## src/rtl/gray_arb_pkg.sv

```systemverilog
// Shared constants and types for the two-requester Gray converter arbiter.
// Optional grant statistics are enabled with GRAY_ARB_STATS_EN.
package gray_arb_pkg;

  localparam int GRAY_W = 4;
  localparam int CNT_W  = 16;

  localparam logic REQ0 = 1'b0;
  localparam logic REQ1 = 1'b1;

  typedef enum logic {
    EMPTY = 1'b0,
    FULL  = 1'b1
  } buf_state_e;

  function automatic logic other_req(
    input logic id
  );
    return (id == REQ0) ? REQ1 : REQ0;
  endfunction

endpackage

```

## src/rtl/bin2gray_w.sv

```systemverilog
// Purely combinational W-bit binary to Gray code converter.
// g[i] = b[i] ^ b[i+1], MSB passes straight through.
module bin2gray_w #(
  parameter int W = 4
) (
  input  logic [W-1:0] bin,
  output logic [W-1:0] gray
);

  always_comb begin
    gray        = '0;
    gray[W-1]   = bin[W-1];
    for (int i = 0; i < W - 1; i++) begin
      gray[i] = bin[i] ^ bin[i+1];
    end
  end

endmodule

```

## src/rtl/gray_conv_arbiter.sv

```systemverilog
// Round-robin arbiter sharing one binary-to-Gray converter between two
// requesters; GRAY_ARB_STATS_EN adds saturating per-requester grant counters.
module gray_conv_arbiter
  import gray_arb_pkg::*;
#(
  parameter int W = GRAY_W
) (
  input  logic         clk,
  input  logic         rst,
  input  logic         req0_valid,
  input  logic [W-1:0] req0_data,
  output logic         req0_ready,
  input  logic         req1_valid,
  input  logic [W-1:0] req1_data,
  output logic         req1_ready,
  output logic         out_valid,
  output logic [W-1:0] out_gray,
  output logic         out_id,
  input  logic         out_ready
`ifdef GRAY_ARB_STATS_EN
  ,
  output logic [CNT_W-1:0] grant_cnt0,
  output logic [CNT_W-1:0] grant_cnt1
`endif
);

  buf_state_e   state_q, state_d;
  logic         last_grant_q, last_grant_d;
  logic [W-1:0] gray_q, gray_d;
  logic         id_q, id_d;
  logic         live_q;

  logic         can_accept;
  logic         grant;
  logic         hs0, hs1, hs;
  logic [W-1:0] conv_in;
  logic [W-1:0] conv_out;

  bin2gray_w #(
    .W (W)
  ) u_conv (
    .bin  (conv_in),
    .gray (conv_out)
  );

  // live_q keeps readies low until the first edge after reset release
  always_comb begin
    can_accept = live_q &&
                 ((state_q == EMPTY) || out_ready);

    grant = REQ0;
    priority case (1'b1)
      (req0_valid && req1_valid):
        grant = other_req(last_grant_q);
      req1_valid:
        grant = REQ1;
      default:
        grant = REQ0;
    endcase

    req0_ready = can_accept && (grant == REQ0);
    req1_ready = can_accept && (grant == REQ1);

    hs0 = req0_valid && req0_ready;
    hs1 = req1_valid && req1_ready;
    hs  = hs0 || hs1;

    conv_in = (grant == REQ1) ? req1_data
                              : req0_data;
  end

  always_comb begin
    state_d      = state_q;
    last_grant_d = last_grant_q;
    gray_d       = gray_q;
    id_d         = id_q;

    if (hs) begin
      state_d      = FULL;
      gray_d       = conv_out;
      id_d         = grant;
      last_grant_d = grant;
    end else if ((state_q == FULL) && out_ready) begin
      state_d = EMPTY;
    end
  end

  always_ff @(posedge clk or posedge rst) begin
    if (rst) begin
      state_q      <= EMPTY;
      last_grant_q <= REQ1;
      gray_q       <= '0;
      id_q         <= REQ0;
      live_q       <= 1'b0;
    end else begin
      state_q      <= state_d;
      last_grant_q <= last_grant_d;
      gray_q       <= gray_d;
      id_q         <= id_d;
      live_q       <= 1'b1;
    end
  end

  assign out_valid = (state_q == FULL);
  assign out_gray  = gray_q;
  assign out_id    = id_q;

`ifdef GRAY_ARB_STATS_EN
  logic [CNT_W-1:0] cnt0_q, cnt0_d;
  logic [CNT_W-1:0] cnt1_q, cnt1_d;

  always_comb begin
    cnt0_d = cnt0_q;
    cnt1_d = cnt1_q;
    if (hs0 && (cnt0_q != '1)) begin
      cnt0_d = cnt0_q + CNT_W'(1);
    end
    if (hs1 && (cnt1_q != '1)) begin
      cnt1_d = cnt1_q + CNT_W'(1);
    end
  end

  always_ff @(posedge clk or posedge rst) begin
    if (rst) begin
      cnt0_q <= '0;
      cnt1_q <= '0;
    end else begin
      cnt0_q <= cnt0_d;
      cnt1_q <= cnt1_d;
    end
  end

  assign grant_cnt0 = cnt0_q;
  assign grant_cnt1 = cnt1_q;
`endif

endmodule

```

## config.mk

```make
export PLATFORM = sky130hd
export DESIGN_NAME = gray_conv_arbiter
export DESIGN_NICKNAME = d
export VERILOG_FILES = /design/src/rtl/gray_arb_pkg.sv /design/src/rtl/bin2gray_w.sv /design/src/rtl/gray_conv_arbiter.sv
export SDC_FILE = /design/constraint.sdc
export NUM_CORES = 1
export LEC_CHECK = 0
export CAP_MARGIN = 20
export CORE_AREA = 2 2 39 41
export CTS_BUF_LIST = sky130_fd_sc_hd__clkbuf_2
export CTS_CLUSTER_DIAMETER = 100
export DETAILED_ROUTE_END_ITERATION = 12
export DIE_AREA = 0 0 41 43
export PLACE_DENSITY = 0.69
export SLEW_MARGIN = 40
export SYNTH_ARGS = -nofsm -noshare
export SYNTH_HDL_FRONTEND = slang
export SYNTH_SLANG_ARGS = --single-unit
```

## constraint.sdc

```tcl
create_clock -name clk -period 1.35 [get_ports clk]
set_clock_uncertainty 0.05 [all_clocks]
set_input_delay 0.27 -clock clk [delete_from_list [all_inputs] [get_ports clk]]
set_output_delay 0.27 -clock clk [all_outputs]
set_load 0.01 [all_outputs]
```

* Word level (Yosys, flattened, before mapping) *
Index checks and enable logic that the tools add are counted.

word-level totals
  logic and storage cells = 26
  flip-flop bits (word level) = 8
  bits of input ports = 13
  output and inout bits = 8

cells by class
  bitwise operators = 5
  multiplexer cells = 6
  reductions and logical operators = 10

operators with widths
  kind                 count
  $logic_and A1 B1 Y1  7
  $mux W1              5
  $mux W4              1
  $xor A1 B1 Y1        3
  $logic_or A1 B1 Y1   2
  $not A1 Y1           2
  $reduce_bool A2 Y1   1

* Longest topological paths before layout *
  word-level depth = 7
  depth in mapped cells = 3
  gate-level depth less buffers = 3

* Hierarchy *
A second synthesis with hierarchy kept.

second synthesis, totals
  cell total of the unflattened synthesis = 32
  area total of the unflattened synthesis = 427.9 µm²

by module, submodules not included
  module             cells an instance  sequential area each (µm²)  times used  area an instance (µm²)
  gray_conv_arbiter  28                 201.4                       1           394.1
  bin2gray_w         4                  0.0                         1           33.8

* Worst setup path after synthesis *
Ideal clock, no wire load.

  path type = register -> register
  from = register last_grant_q
  to = register gray_q[3] (netlist: out_gray[3])
  required time = 1.175 ns
  setup time = 0.125 ns
  stages on the path, launching flop included = 4
  buffers on the path = 0
  period minus slack after synthesis = 1.345 ns
  data arrival time = 1.171 ns
  slack = 0.005 ns
  cells stage by stage = dfstp_2 > a21boi_4 > mux2_1 > mux2_2

between the ends
  longest elaborated chain between the ends = 6
  elaborated cells on any way between the ends = 9
  classes of those cells = 3 x mux; 1 x bitwise; 5 x reduce/logical

RTL lines
  what                    RTL line                 text
  start, declared         gray_conv_arbiter.sv:28  logic last_grant_q, last_grant_d;
  start signal, assigned  gray_conv_arbiter.sv:97  last_grant_q <= last_grant_d;
  $mux W1 *               gray_arb_pkg.sv:19       return (id == REQ0) ? REQ1 : REQ0;
  $mux W1 *               gray_conv_arbiter.sv:52  priority case (1'b1)
  $not A1 Y1              gray_conv_arbiter.sv:61  req0_ready = can_accept && (grant == REQ0);
  $logic_and A1 B1 Y1     gray_conv_arbiter.sv:61
  $logic_and A1 B1 Y1     gray_conv_arbiter.sv:64  hs0 = req0_valid && req0_ready;
  $logic_or A1 B1 Y1      gray_conv_arbiter.sv:66  hs = hs0 || hs1;
  end signal, assigned    gray_conv_arbiter.sv:98  gray_q <= gray_d;
  end, declared           gray_conv_arbiter.sv:29  logic [W-1:0] gray_q, gray_d;

Every way passes the cells marked *; elsewhere a longest branch is shown, timed or not.
A chain may end at the register's enable or synchronous reset.

* Worst setup path after layout *
  from = register last_grant_q
  to = output req1_ready

between the ends
  longest elaborated chain between the ends = 3

RTL lines
  what                 RTL line                 text
  $mux W1              gray_arb_pkg.sv:19
  $mux W1              gray_conv_arbiter.sv:52
  $logic_and A1 B1 Y1  gray_conv_arbiter.sv:62  req1_ready = can_accept && (grant == REQ1);
  end, declared        gray_conv_arbiter.sv:15  output logic req1_ready,

Every way passes these cells.

==> reports/qor.yml <==
grt:
  grt_overflow_total: 0
  grtUsageTotal_pct: 14.04
  antenna_found_initial: 0
  grt_pass1_wl_um: 1614
  grt_pass1_vias: 411
  grt_max_degree: 9
timing:
  setup_ws_ps: -78.64
  layout_worst_path_cycle_share_pct: 105.8
  whs_ps: 221.9
  max_freq_ghz: 0.7000
  fin_setup_tns_ps: -157.7
  slew_violations: 0
  finalSetupViolCount: 3
  rsz0062_at_grt: "yes"
  hold_viol_final: 0
  min_period_ps: 1429
die:
  dieArea_mm2: 0.001763
  die_w_um: 41
  initial_utilization_pct: 31.19
  die_h_um: 43
  rows: 14
  pin_count: 21
  core_area_mm2: 0.001384
final_layout:
  area_delta_synth_final_pct: 75.36
  nets: 82
  fin_util_pct: 54.70
  drive_gt1_share_pct: 35.29
  diodes: 0
  layout.cells.most_common: "clkdlybuf4s50_1"
  layout_common_cells: "9 x clkdlybuf4s50_1, 8 x dlygate4sd2_1, 7 x dfrtp_1, 7 x buf_4, 6 x xnor2_1"
clock_network:
  ctsHoldBuffers: 0
  cts.sinks: 8
  cts-root-buf: "clkbuf_2"
  tritoncts: "done"
  clk_latency_ps: 230
  clockBufferDepth: 2
  cts_buffers: 3
  cts_max_level: 1
  clk_pin_slew_ps: 80
critical_path:
  crit_required_ps: 1030
  start_kind: "flop"
  crit_fanout: 3
  cp.arrival_ps: 1110
  crit_type: "flop to output pin"
  worstSetupEndpointType: "output pin"
drt:
  drtIter0Drc: 1
  vias: 387
  first_pass_iters: 2
  viasPerCell: 4.607
  drt-wirelength-per-cell_um: 12.21
  drc: 0
  drt_wl_total_um: 1026
  antenna_left: 0
place:
  place.gp.congestion: 0.6054
  numPortBuffers: 20
  place_ws_ps: -524.9
  place_hpwl_um: 787
yosys:
  synth_cell_types: 16
  yosysWarnings: 0
  syn_nets: 49
  avgSynthCellArea_um2: 11.99
  ys_seq_area_share_pct: 46.67
  synth_area_um2: 431.7
  postSynthCellCount: 36
  synth-seq-cells: 8
flow_run:
  cap_viol_max_count: 0
power_and_ir_drop:
  cellLeakagePower_nw: 0.3708
  power.density_mw_per_mm2: 1074
  power_mw: 0.8133
  ir_worst_vdd_mv: 0.4801
hold_path:
  holdCritPathClass: "input pin to asynchronous set/reset pin"
outcome:
  violations: "negative setup slack"
  outcome: "complete, but fails checks"
==> registers in the layout, indices dropped and copies added (netlist names) <==
register / cells
out_gray: 4
live_q: 1
out_id: 1
last_grant_q: 1
out_valid: 1
==> synthesized netlist by cell type <==
cell       instances  area [µm²]
xnor2_1            6       52.55
mux2_1             1       11.26
inv_1              1       3.750
dfrtp_1            7       175.2
a41oi_1            1       8.760
mux2i_1            3       30.03
conb_1             1       3.750
o211ai_2           1       12.51
nor2_1             2       7.510
a31oi_1            1       6.260
mux2_2             4       45.04
nand2_1            4       15.01
nand2b_1           1       6.260
dfstp_2            1       26.28
o2bb2ai_1          1       8.760
a21boi_4           1       18.77
==> routing by layer <==
layer,up-vias,track usage (%),routed length [µm]
li1,190,-,-
met1,186,13.42,413
met2,9,24.06,559
met3,2,4.712,42
met4,0,8.000,10
met5,-,0,0
==> final cells by class <==
type | instances | area [µm²]
fill | 142 | 626.9
multi-input combinational | 27 | 265.3
timing repair buffer | 28 | 246.5
sequential | 8 | 201.4
clock buffer | 4 | 20.02
tap | 16 | 20.02
inverter | 1 | 3.754
==> stage by stage <==
stage	instance area [µm²]	cells
final	757.0	84
after global routing	757.0	84
after CTS	753.2	85
after detailed placement	711.9	80
after global placement	711.9	80
after floorplan	431.7	36
==> critical path: stages (launching register included) <==
cell     delay [ps]
dfstp_2         570
nand2_1          50
nand2_1          80
nor2_1           50
buf_2           130
==> worst paths after layout <==
| path | cells past startpoint | slack (ps) | to | start |
|---|---|---|---|---|
| setup / recovery | 4 | -80 | req1_ready | last_grant_q |
| hold / removal | 2 | 220 | out_gray[2] | rst |
| setup reg to reg | 3 | -20 | out_gray[3] | last_grant_q |
| hold reg to reg | 1 | 450 | out_id | out_id |
| max in group asynchronous | 2 | 750 | last_grant_q | rst |
| min in group clk | 4 | 430 | out_valid | out_ready |
==> where the power goes <==
| group | switching (mW) | internal, mW |
|---|---|---|
| registers | 0.0336 | 0.298 |
| clock network | 0.0820 | 0.0788 |
| logic | 0.125 | 0.196 |
| total | 0.241 | 0.573 |
==> kinds of logic (layout without fill, tap and decap cells) <==
family | Yosys count | after routing | share of synthesized area [%]
AOI/OAI and AO/OA | 5 | 5 | 12.76
other | 1 | 1 | 0.8687
and+or+nand+nor | 7 | 7 | 6.667
xor gates and xnor gates | 6 | 6 | 12.17
muxes | 8 | 8 | 20.00
DFF | 8 | 8 | 46.67
buffers and inverters | 1 | 33 | 0.8687
==> repair_timing <==
item	CTS	global route
buffers inserted	1	0
endpoints found under the setup margin	14	6
pin swaps	4	2
resized for setup	24	3
(Power assumes the default switching activity.)
